### src/rtl/timestamp_pkg.sv
// timestamp_pkg: shared state encoding and default widths for the RTIO timestamp counter
package timestamp_pkg;
    typedef enum logic [1:0] {TS_IDLE, TS_RUN, TS_HOLD} ts_state_t;
    localparam int DEFAULT_COUNTER_WIDTH = 64;
    localparam int DEFAULT_STEP = 1;
    localparam int DEFAULT_NUM_CMP = 4;
    localparam int MAX_NUM_CMP = 16;
endpackage

### src/rtl/timestamp_compare_channel.sv
// timestamp_compare_channel: armed one-shot unsigned counter >= threshold comparator
module timestamp_compare_channel
    import timestamp_pkg::*;
#(
    parameter int COUNTER_WIDTH = DEFAULT_COUNTER_WIDTH
) (
    input  logic                     clk,
    input  logic                     reset,
    input  logic [COUNTER_WIDTH-1:0] counter,
    input  logic                     arm,
    input  logic [COUNTER_WIDTH-1:0] value,
    input  logic                     clear,
    output logic                     armed,
    output logic                     match
);
    logic [COUNTER_WIDTH-1:0] threshold;
    logic ge;
    assign ge = counter >= threshold;
    // A fresh arm overrides a pending hit on the old threshold; clear overrides everything
    always_ff @(posedge clk or posedge reset) begin
        if (reset) begin
            threshold <= '0;
            armed <= 1'b0;
            match <= 1'b0;
        end else begin
            if (arm) threshold <= value;
            armed <= !clear && (arm || (armed && !ge));
            match <= !clear && !arm && armed && ge;
        end
    end
endmodule

### src/rtl/timestamp_counter_mc.sv
// timestamp_counter_mc: run/hold/idle RTIO timestamp counter with offset load, step and compare channels
// Define TIMESTAMP_WRAP_DETECT_EN to enable the sticky wrap_flag; otherwise it is tied low.
module timestamp_counter_mc
    import timestamp_pkg::*;
#(
    parameter int COUNTER_WIDTH = DEFAULT_COUNTER_WIDTH,
    parameter int STEP = DEFAULT_STEP,
    parameter int NUM_CMP = DEFAULT_NUM_CMP
) (
    input  logic                     clk,
    input  logic                     reset,
    input  logic                     start,
    input  logic                     stop,
    input  logic                     clear,
    input  logic                     offset_en,
    input  logic [COUNTER_WIDTH-1:0] counter_offset,
    input  logic [NUM_CMP-1:0]       cmp_arm,
    input  logic [COUNTER_WIDTH-1:0] cmp_value [NUM_CMP],
    output logic [COUNTER_WIDTH-1:0] counter,
    output logic                     running,
    output logic [NUM_CMP-1:0]       cmp_armed,
    output logic [NUM_CMP-1:0]       cmp_match,
    output logic                     wrap_flag
);
    localparam logic [COUNTER_WIDTH-1:0] STEP_W = COUNTER_WIDTH'(STEP);
    ts_state_t state, state_next;
    logic [COUNTER_WIDTH-1:0] incremented;
    logic advance;
    always_ff @(posedge clk or posedge reset) begin
        if (reset) state <= TS_IDLE;
        else state <= state_next;
    end
    // stop beats a simultaneous start, landing in HOLD from any non-cleared state
    always_comb begin
        state_next = state;
        if (clear) state_next = TS_IDLE;
        else if (stop && (state == TS_RUN || start)) state_next = TS_HOLD;
        else if (start) state_next = TS_RUN;
    end
    assign running = state == TS_RUN;
    assign advance = running && !clear && !offset_en;
    always_ff @(posedge clk or posedge reset) begin
        if (reset) counter <= '0;
        else if (clear) counter <= '0;
        else if (offset_en) counter <= counter_offset;
        else if (running) counter <= incremented;
    end
`ifdef TIMESTAMP_WRAP_DETECT_EN
    logic [COUNTER_WIDTH:0] sum;
    assign sum = {1'b0, counter} + {1'b0, STEP_W};
    assign incremented = sum[COUNTER_WIDTH-1:0];
    always_ff @(posedge clk or posedge reset) begin
        if (reset) wrap_flag <= 1'b0;
        else if (clear) wrap_flag <= 1'b0;
        else if (advance && sum[COUNTER_WIDTH]) wrap_flag <= 1'b1;
    end
`else
    logic unused_advance;
    assign unused_advance = advance;
    assign incremented = counter + STEP_W;
    assign wrap_flag = 1'b0;
`endif
    for (genvar i = 0; i < NUM_CMP; i++) begin : g_cmp
        timestamp_compare_channel #(.COUNTER_WIDTH(COUNTER_WIDTH)) u_ch (
            .clk    (clk),
            .reset  (reset),
            .counter(counter),
            .arm    (cmp_arm[i]),
            .value  (cmp_value[i]),
            .clear  (clear),
            .armed  (cmp_armed[i]),
            .match  (cmp_match[i])
        );
    end
endmodule

### config.mk
export PLATFORM = sky130hd
export DESIGN_NAME = timestamp_counter_mc
export DESIGN_NICKNAME = d
export VERILOG_FILES = /design/src/rtl/timestamp_pkg.sv /design/src/rtl/timestamp_compare_channel.sv /design/src/rtl/timestamp_counter_mc.sv
export SDC_FILE = /design/constraint.sdc
export NUM_CORES = 1
export LEC_CHECK = 0
export BUFFER_PORTS_ARGS = -buffer_cell sky130_fd_sc_hd__buf_2
export CAP_MARGIN = 10
export CORE_MARGIN = 4
export CORE_UTILIZATION = 40
export DETAILED_ROUTE_END_ITERATION = 10
export MAX_ROUTING_LAYER = met4
export PLACE_DENSITY = 0.58
export SLEW_MARGIN = 20
export SYNTH_ARGS = -nofsm -noshare
export SYNTH_HDL_FRONTEND = slang
export SYNTH_SLANG_ARGS = --single-unit
### constraint.sdc
create_clock -name clk -period 14 [get_ports clk]
set_clock_uncertainty 0.15 [all_clocks]
set_input_delay 2.1 -clock clk [delete_from_list [all_inputs] [get_ports clk]]
set_output_delay 2.1 -clock clk [all_outputs]
set_load 0.05 [all_outputs]
Word-level counts from Yosys, hierarchy flattened
Cells that the tools add are included.

storage, ports and cells
  ROM bits = 0
  output and inout bits = 74
  latch bits = 0
  RAM bits = 0
  register bits = 330
  memories = 0
  bits of input ports = 330

cells by class
  multiply operators = 0
  multiplexer cells = 6
  equal/unequal tests = 1
  shift operators = 0
  magnitude comparators = 4
  divide/modulo/power cells = 0
  bitwise operators = 0
  reductions and logical operators = 37
  $add $sub $neg = 1

operators with widths
  kind                                                                    number
  64-bit greater-or-equal comparator                                      4
  64-bit two-way mux                                                      3
  64-bit by 1-bit adder with 64-bit output (second input constant)        1
  1-bit logical AND                                                       21
  1-bit zero test                                                         9
  2-bit two-way mux                                                       3
  3-bit nonzero test                                                      2
  1-bit logical OR                                                        5
  2-bit by 1-bit equality test with 1-bit output (second input constant)  1

Logic depth before layout (Yosys ltp)
Gate-level depths: netlist of run 1.

  depth in word-level cells = 5
  gate-level depth with buffers = 9

Hierarchy
From an unflattened synthesis of run 1, not the netlist that was laid out.

unflattened totals
  cells, all modules = 2230
  area, all modules = 19871.6 um2

by module, submodules not included
  module                     sequential area each (um2)  area an instance (um2)  instances  cells each
  timestamp_compare_channel  1651.6                      3908.7                  4          442
  timestamp_counter_mc       1651.6                      4236.6                  1          462

Worst setup path after synthesis of run 1
OpenSTA, ideal clock, no wires.

  path type = input port to flip-flop
  start point = input offset_en
  end point = register counter[23]
  path buffers = 3
  required time = 13.708 ns
  slack = 10.697 ns
  data arrival time = 3.011 ns
  cell stages on the path = 5
  library setup time = 0.142 ns
  cell sequence = clkbuf_1 inv_2 clkbuf_1 clkbuf_1 a211oi_1

between the ends
  cells in the longest elaborated chain, start to end = 2

RTL lines
  what                    RTL line                    RTL
  start: declaration      timestamp_counter_mc.sv:15  input logic offset_en,
  64-bit two-way mux      timestamp_counter_mc.sv:45  else if (offset_en) counter <= counter_offset;
  64-bit two-way mux      timestamp_counter_mc.sv:44  else if (clear) counter <= '0;
  end signal: assignment  timestamp_counter_mc.sv:45
  end signal: assignment  timestamp_counter_mc.sv:46  else if (running) counter <= incremented;
  end: declaration        timestamp_counter_mc.sv:19  output logic [COUNTER_WIDTH-1:0] counter,

Several ways; a longest one is shown, not always the timed one.
A chain may end at the register's enable or synchronous reset.

==> results of run 1 <==
final cells by class:
cell class / count / area, µm² / area share, %
Clock buffer: 61 / 1171 / 5.024
Timing Repair Buffer: 414 / 2116 / 9.077
Inverter: 265 / 1002 / 4.300
Multi-Input combinational cell: 1523 / 9897 / 42.46
Antenna cell: 6 / 15.01 / 0.06442
Clock inverter: 6 / 80.08 / 0.3436
Tap cell: 615 / 769.5 / 3.301
Sequential cell: 330 / 8258 / 35.43
cell families after synthesis:
| family | Yosys count | share of synthesized area (%) |
|---|---|---|
| mux | 12 | 0.6414 |
| fa+ha+maj | 257 | 16.48 |
| other cells | 1 | 0.01922 |
| simple gates | 658 | 15.57 |
| xor+xnor | 50 | 2.245 |
| compound gates | 545 | 15.73 |
| buf+inv | 353 | 6.972 |
| flops | 330 | 42.33 |
how the worst min path moves through the flow:
stage,from,end
2_1_floorplan,g_cmp[0].u_ch.threshold[0],g_cmp[0].u_ch.threshold[0]
3_3_place_gp,g_cmp[1].u_ch.threshold[0],g_cmp[1].u_ch.threshold[0]
3_5_place_dp,g_cmp[1].u_ch.threshold[0],g_cmp[1].u_ch.threshold[0]
4_1_cts,g_cmp[1].u_ch.threshold[0],g_cmp[1].u_ch.threshold[0]
5_1_grt,g_cmp[0].u_ch.threshold[0],g_cmp[0].u_ch.threshold[0]
6_report,g_cmp[1].u_ch.threshold[0],g_cmp[1].u_ch.threshold[0]
placed cells by master (no fill, tap or decap), types with 4 or more instances in the layout:
cell         n
mux2i_1      8
buf_2      398
clkbuf_16   41
nand2_1    381
nor4_1       5
a21oi_1    125
a21o_1      35
nor3_1      28
inv_1      262
nor2_1      85
clkinv_2     4
and4_1      15
a221oi_1     9
buf_4       15
dfrtp_1    330
xnor2_1     35
or3_1        7
o21a_1      12
ha_1       257
nand2b_1     5
mux2_2       4
clkbuf_8     7
a211oi_1    25
o211ai_1     4
nand4_1     53
clkbuf_1    13
nand3_1     35
a311oi_1     7
and3_1      14
xor2_1      15
diode_2      6
o21ai_0    302
Yosys cell counts (4+ instances only):
library cell | n | area share (%)
ha_1 | 257 | 16
a21o_1 | 35 | 1.3
and4_1 | 15 | 0.67
clkbuf_1 | 69 | 1.3
nor3_1 | 28 | 0.72
a221oi_1 | 9 | 0.40
xnor2_1 | 35 | 1.6
a21oi_1 | 125 | 3.2
xor2_1 | 15 | 0.67
nand2_1 | 381 | 7.3
a311oi_1 | 7 | 0.31
nand4_1 | 53 | 1.7
o21a_1 | 12 | 0.46
nor4_1 | 5 | 0.16
mux2_2 | 4 | 0.23
dfrtp_1 | 330 | 42
nand3_1 | 35 | 0.90
inv_1 | 263 | 5.1
o211ai_1 | 4 | 0.15
and3_1 | 14 | 0.45
nand2b_1 | 5 | 0.16
buf_1 | 9 | 0.17
nor2_1 | 85 | 1.6
a211oi_1 | 25 | 0.96
buf_4 | 9 | 0.35
or3_1 | 7 | 0.22
o21ai_0 | 302 | 7.7
mux2i_1 | 8 | 0.41
stage by stage:
stage	hold WS [ps]	total power [mW]
final	366.5	2.612
after detailed placement	359.5	1.612
after global routing	391.8	2.759
after floorplan	334.9	1.422
after CTS	369.5	2.640
after global placement	348.0	1.594
layer usage:
metal | vias to the layer above | track usage, %
met2 | 434 | 38.96
met1 | 8096 | 31.56
met3 | 91 | 4.748
li1 | 8267 | -
met4 | 0 | 6.466
met5 | - | -
power groups by stage:
stage	Combinational (mW)	Sequential, mW	Clock (mW)
finish	0.502	1.09	1.02
global route	0.574	1.10	1.08
CTS	0.506	1.09	1.04
global placement	0.486	1.11	0
floorplan	0.296	1.13	0
detailed placement	0.503	1.11	0
state kept, by name, indices dropped and copies added (netlist names):
register              cells
counter                  64
state                     2
g_cmp.u_ch.armed          4
g_cmp.u_ch.threshold    256
g_cmp.u_ch.match          4
==> results.tsv, run 1 <==
metric	value	unit
final setup fails	0	
WHS Path Cells	1	
DP HPWL	47170	µm
global-route wire length before repair	96920	µm
class of the worst hold path	register to register	
Worst-path clk slew	50	ps
WL/cell	19.42	µm
Buf+Inv Stages, Crit Path	4	
Pwr per Cell Area	112.1	mW/mm²
async set-or-reset flop fraction in the synthesized netlist	100.0	%
Slew headroom	25.11	%
Area Growth Syn to Fin	19.49	%
initial core utilization	40.69	%
fin crit period	4046	ps
crit path capture type	async pin	
total vias in the final route	16890	
Rows	80	
syn_area_per_cell	8.843	µm²
RSZ-0062 raised after global routing	false	
final cell count without fillers	3220	
Crit. Startpoint	reset	
post-route setup slack	9954	ps
Worst Setup EP	g_cmp[0].u_ch.threshold[22]	
GRT Total Usage	24.24	%
WL met1	28050	µm
sequential area share after synthesis	42.33	%
Initial DRT Pass Iterations	5	
R2R depth	7	
Worst Max-Slew Pin Slew	1108	ps
core footprint	0.04795	mm²
Worst Path Class, Setup	primary input to async pin	
initial antenna violation count	7	
# Post-CTS Setup Buffers	0	
Port Buf Inserts	402	
Die ar.	0.05237	mm²
Placed Area	0.02204	mm²
final design area excluding fillers	0.02331	mm²
slowest stage cell, crit path	buf_4	
outcome	finished clean	
sw frac	30.16	%
final wirelength	62540	µm
WL met2	29050	µm
CP required	14440	ps
Syn. warnings	0	
count of pins over their slew limit	0	
post-route setup TNS	0	ps
Die Ht	228.8	µm
highest routed layer	met4	
CP peak stage delay	790	ps
post-CTS sizing	0	
H-Tree Depth	2	
CP Max Fanout	125	
Layout Nets	3161	
CP Launch Type	primary input	
CP Cell Sequence	buf_2 -> inv_8 -> buf_4 -> buf_6	
Worst VDD drop	137.3	µV
final period utilization	28.90	%
flops & latches, synth	330	
hold_buf cts	0	
Leak	12.18	nW
R2R Path Start	counter[47]	
cell family with most CP delay	buffers and inverters	
routed vias/inst	5.245	
final hold violation count	0	
largest net degree at the start of global routing	126	
post-synthesis cell count	2206	
Clk pwr share	39.0	%
post-synth cell types	64	
reg2reg end	g_cmp[2].u_ch.armed	
prevailing post-synth register cell	dfrtp_1	
syn_nets	2793	
Detail Route Antenna Nets	0	
initial DRC count	917	
# fillers	4687	
Reg power frac	41.8	%
WL met3	3685	µm
DRC	0	
Clk Latency, worst-skew pair	550	ps
share of layout cells above drive strength 1	19.01	%
Max Fclk	247.1	MHz
Routability Congestion	0.8664	
Post-Place Worst Slack	8894	ps
Post-synth EDFFs	0	
clock buffer depth	3	
CTS buffer count	40	
maxcap violations	0	
synthesized area	0.01951	mm²
number of global-route vias before repair	16910	
CTS Root Cell	clkbuf_16	
Congestion Overflow GR	0	
I/O pins	404	
Sw Pwr	787.8	µW
r2r setup slk	10500	ps
CTS tree	built	
internal power	1.824	mW
Combinational Power Share	19.2	%
TritonCTS Sinks	330	
Die Wd	228.8	µm
Worst Path Arrival	4480	ps
CP Depth	4	
fin util	48.61	%
DP Cell Count	3147	
Note: power is estimated with default switching activity, not from simulation.
==> run 2: changes to the inputs <==
Settings changed: PLACE_DENSITY 0.58 to 0.61.
Clock period 14 ns to 3.6 ns, I/O delays scaled along.
==> results.tsv, run 2 (same netlist as run 1, synthesis figures left out) <==
metric	value	unit	change
# Post-CTS Setup Buffers	0		unchanged
CTS tree	built		
fin crit period	3074	ps	
final design area excluding fillers	0.02369	mm²	+1.6%
initial DRC count	1125		+23%
most frequent cells in the layout	buf_2 (398), nand2_1 (381), dfrtp_1 (330)		
global-route wire length before repair	101700	µm	+5.0%
Worst-path clk slew	60	ps	about the same
I/O pins	404		unchanged
Tot Pwr	10.46	mW	+300%
total vias in the final route	17340		+2.7%
Worst Max-Slew Pin Slew	964.5	ps	-143.7 ps
Die ar.	0.05237	mm²	unchanged
Max Fclk	325.3	MHz	
Detail Route Antenna Nets	0		unchanged
CP Launch Type	register		
CTS Root Cell	clkbuf_16		
final wirelength	65500	µm	+4.7%
final period utilization	85.38	%	
Port Buf Inserts	402		unchanged
Placed Area	0.02234	mm²	+1.4%
largest net degree at the start of global routing	93		-26%
biggest regs	g_cmp.u_ch.threshold (256), counter (64)		
Routability Congestion	0.9068		+4.7%
Post-Place Worst Slack	558.3	ps	-8336 ps
class of the worst hold path	primary input to register		
maxcap violations	0		unchanged
post-route setup slack	526.2	ps	-9427 ps
Worst Path Class, Setup	register to register		
CP Max Fanout	7		-94%
number of global-route vias before repair	18090		+7.0%
fin util	49.42	%	+0.80 points
clock buffer depth	3		unchanged
Area Growth Syn to Fin	21.45	%	
number of flip-flops in the largest register	256		unchanged
most flop-heavy register	g_cmp.u_ch.threshold		
Die Wd	228.8	µm	unchanged
routed vias/inst	5.329		+1.6%
Clk Latency, worst-skew pair	560	ps	about the same
GRT Total Usage	25.35	%	+1.1 points
initial core utilization	40.69	%	unchanged
outcome	finished clean		
H-Tree Depth	2		unchanged
DRC	0		unchanged
Initial DRT Pass Iterations	5		unchanged
Rows	80		unchanged
Slew headroom	35.70	%	+11 points
Congestion Overflow GR	0		unchanged
crit path capture type	register		
WL/cell	20.13	µm	+3.6%
Die Ht	228.8	µm	unchanged
Hold WS	32.91	ps	-333.6 ps
final setup fails	0		unchanged
final hold violation count	0		unchanged
CP required	3930	ps	-10510 ps
CTS buffer count	40		unchanged
DP HPWL	50990	µm	+8.1%
commonest non-fill, non-tap cell in the layout	buf_2		
Layout Nets	3195		+1.1%
TritonCTS Sinks	330		unchanged
core footprint	0.04795	mm²	unchanged
Leak	12.39	nW	+1.7%
count of pins over their slew limit	0		unchanged
Worst VDD drop	315.5	µV	+130%
Worst Path Arrival	3400	ps	-1080 ps
RSZ-0062 raised after global routing	false		
share of layout cells above drive strength 1	20.31	%	+1.3 points
initial antenna violation count	5		-2
Pwr per Cell Area	441.6	mW/mm²	+290%
-- run 2: changes by cell type in the layout (fill, tap and decap cells not counted), sizes merged, moves of 2 or more --
cell	delta
buf	+33
bufinv	+2
clkbuf	-7
clkinv	+3
clkinvlp	+4
-- run 2: worst paths after layout --
kind / from / slack, ps / depth (start not counted) / end
max: counter[19] / 530 / 8 / g_cmp[3].u_ch.match
min: cmp_value[154] / 30 / 3 / g_cmp[1].u_ch.threshold[26]
max reg2reg: counter[19] / 530 / 8 / g_cmp[3].u_ch.match
min reg2reg: g_cmp[1].u_ch.threshold[61] / 380 / 2 / g_cmp[1].u_ch.threshold[61]
max in group asynchronous: reset / 2040 / 5 / g_cmp[0].u_ch.threshold[4]
min in group asynchronous: reset / 520 / 4 / g_cmp[0].u_ch.threshold[43]
-- run 2: report_power, final --
group | switching [mW] | internal (mW)
Sequential | 0.188 | 4.01
Combinational | 1.33 | 0.753
Clock | 1.65 | 2.52
-- run 2: through the flow --
step	TNS, ps	cells
finish	0	3254
global route	0	3254
CTS	0	3249
detailed placement	0	3180
global placement	0	3180
floorplan	-493900	2206
-- run 2: layout make-up --
type / instances / area (µm²)
fillers: 4673 / 24250
multi-input cells: 1523 / 9889
flip-flops and latches: 330 / 8258
repair buffers: 448 / 2432
clock buffers: 54 / 1155
inverters: 265 / 998.5
well taps: 615 / 769.5
clock inverters: 14 / 177.7
diodes: 5 / 12.51
-- run 2: repair_timing --
action | in CTS | in global routing
endpoints found under the hold margin | 70 | 0
gates resized for setup | 0 | 0
hold buffers | 1 | 0
-- run 2: critical path: stages, from the launching register on --
cell and delay (ps):
dfrtp_1 490, ha_1 390, nand4_1 160, nor4_1 470
nor4b_1 480, o41ai_1 140, buf_4 180, a221oi_1 330
and3_1 200
-- run 2: layer usage --
metal | track usage [%] | vias to the layer above | share of wire (%)
li1 | - | 8331 | -
met1 | 32.72 | 8359 | 44
met2 | 40.56 | 539 | 46
met3 | 4.511 | 113 | 5.8
met4 | 8.558 | 0 | 3.4
met5 | - | - | 0
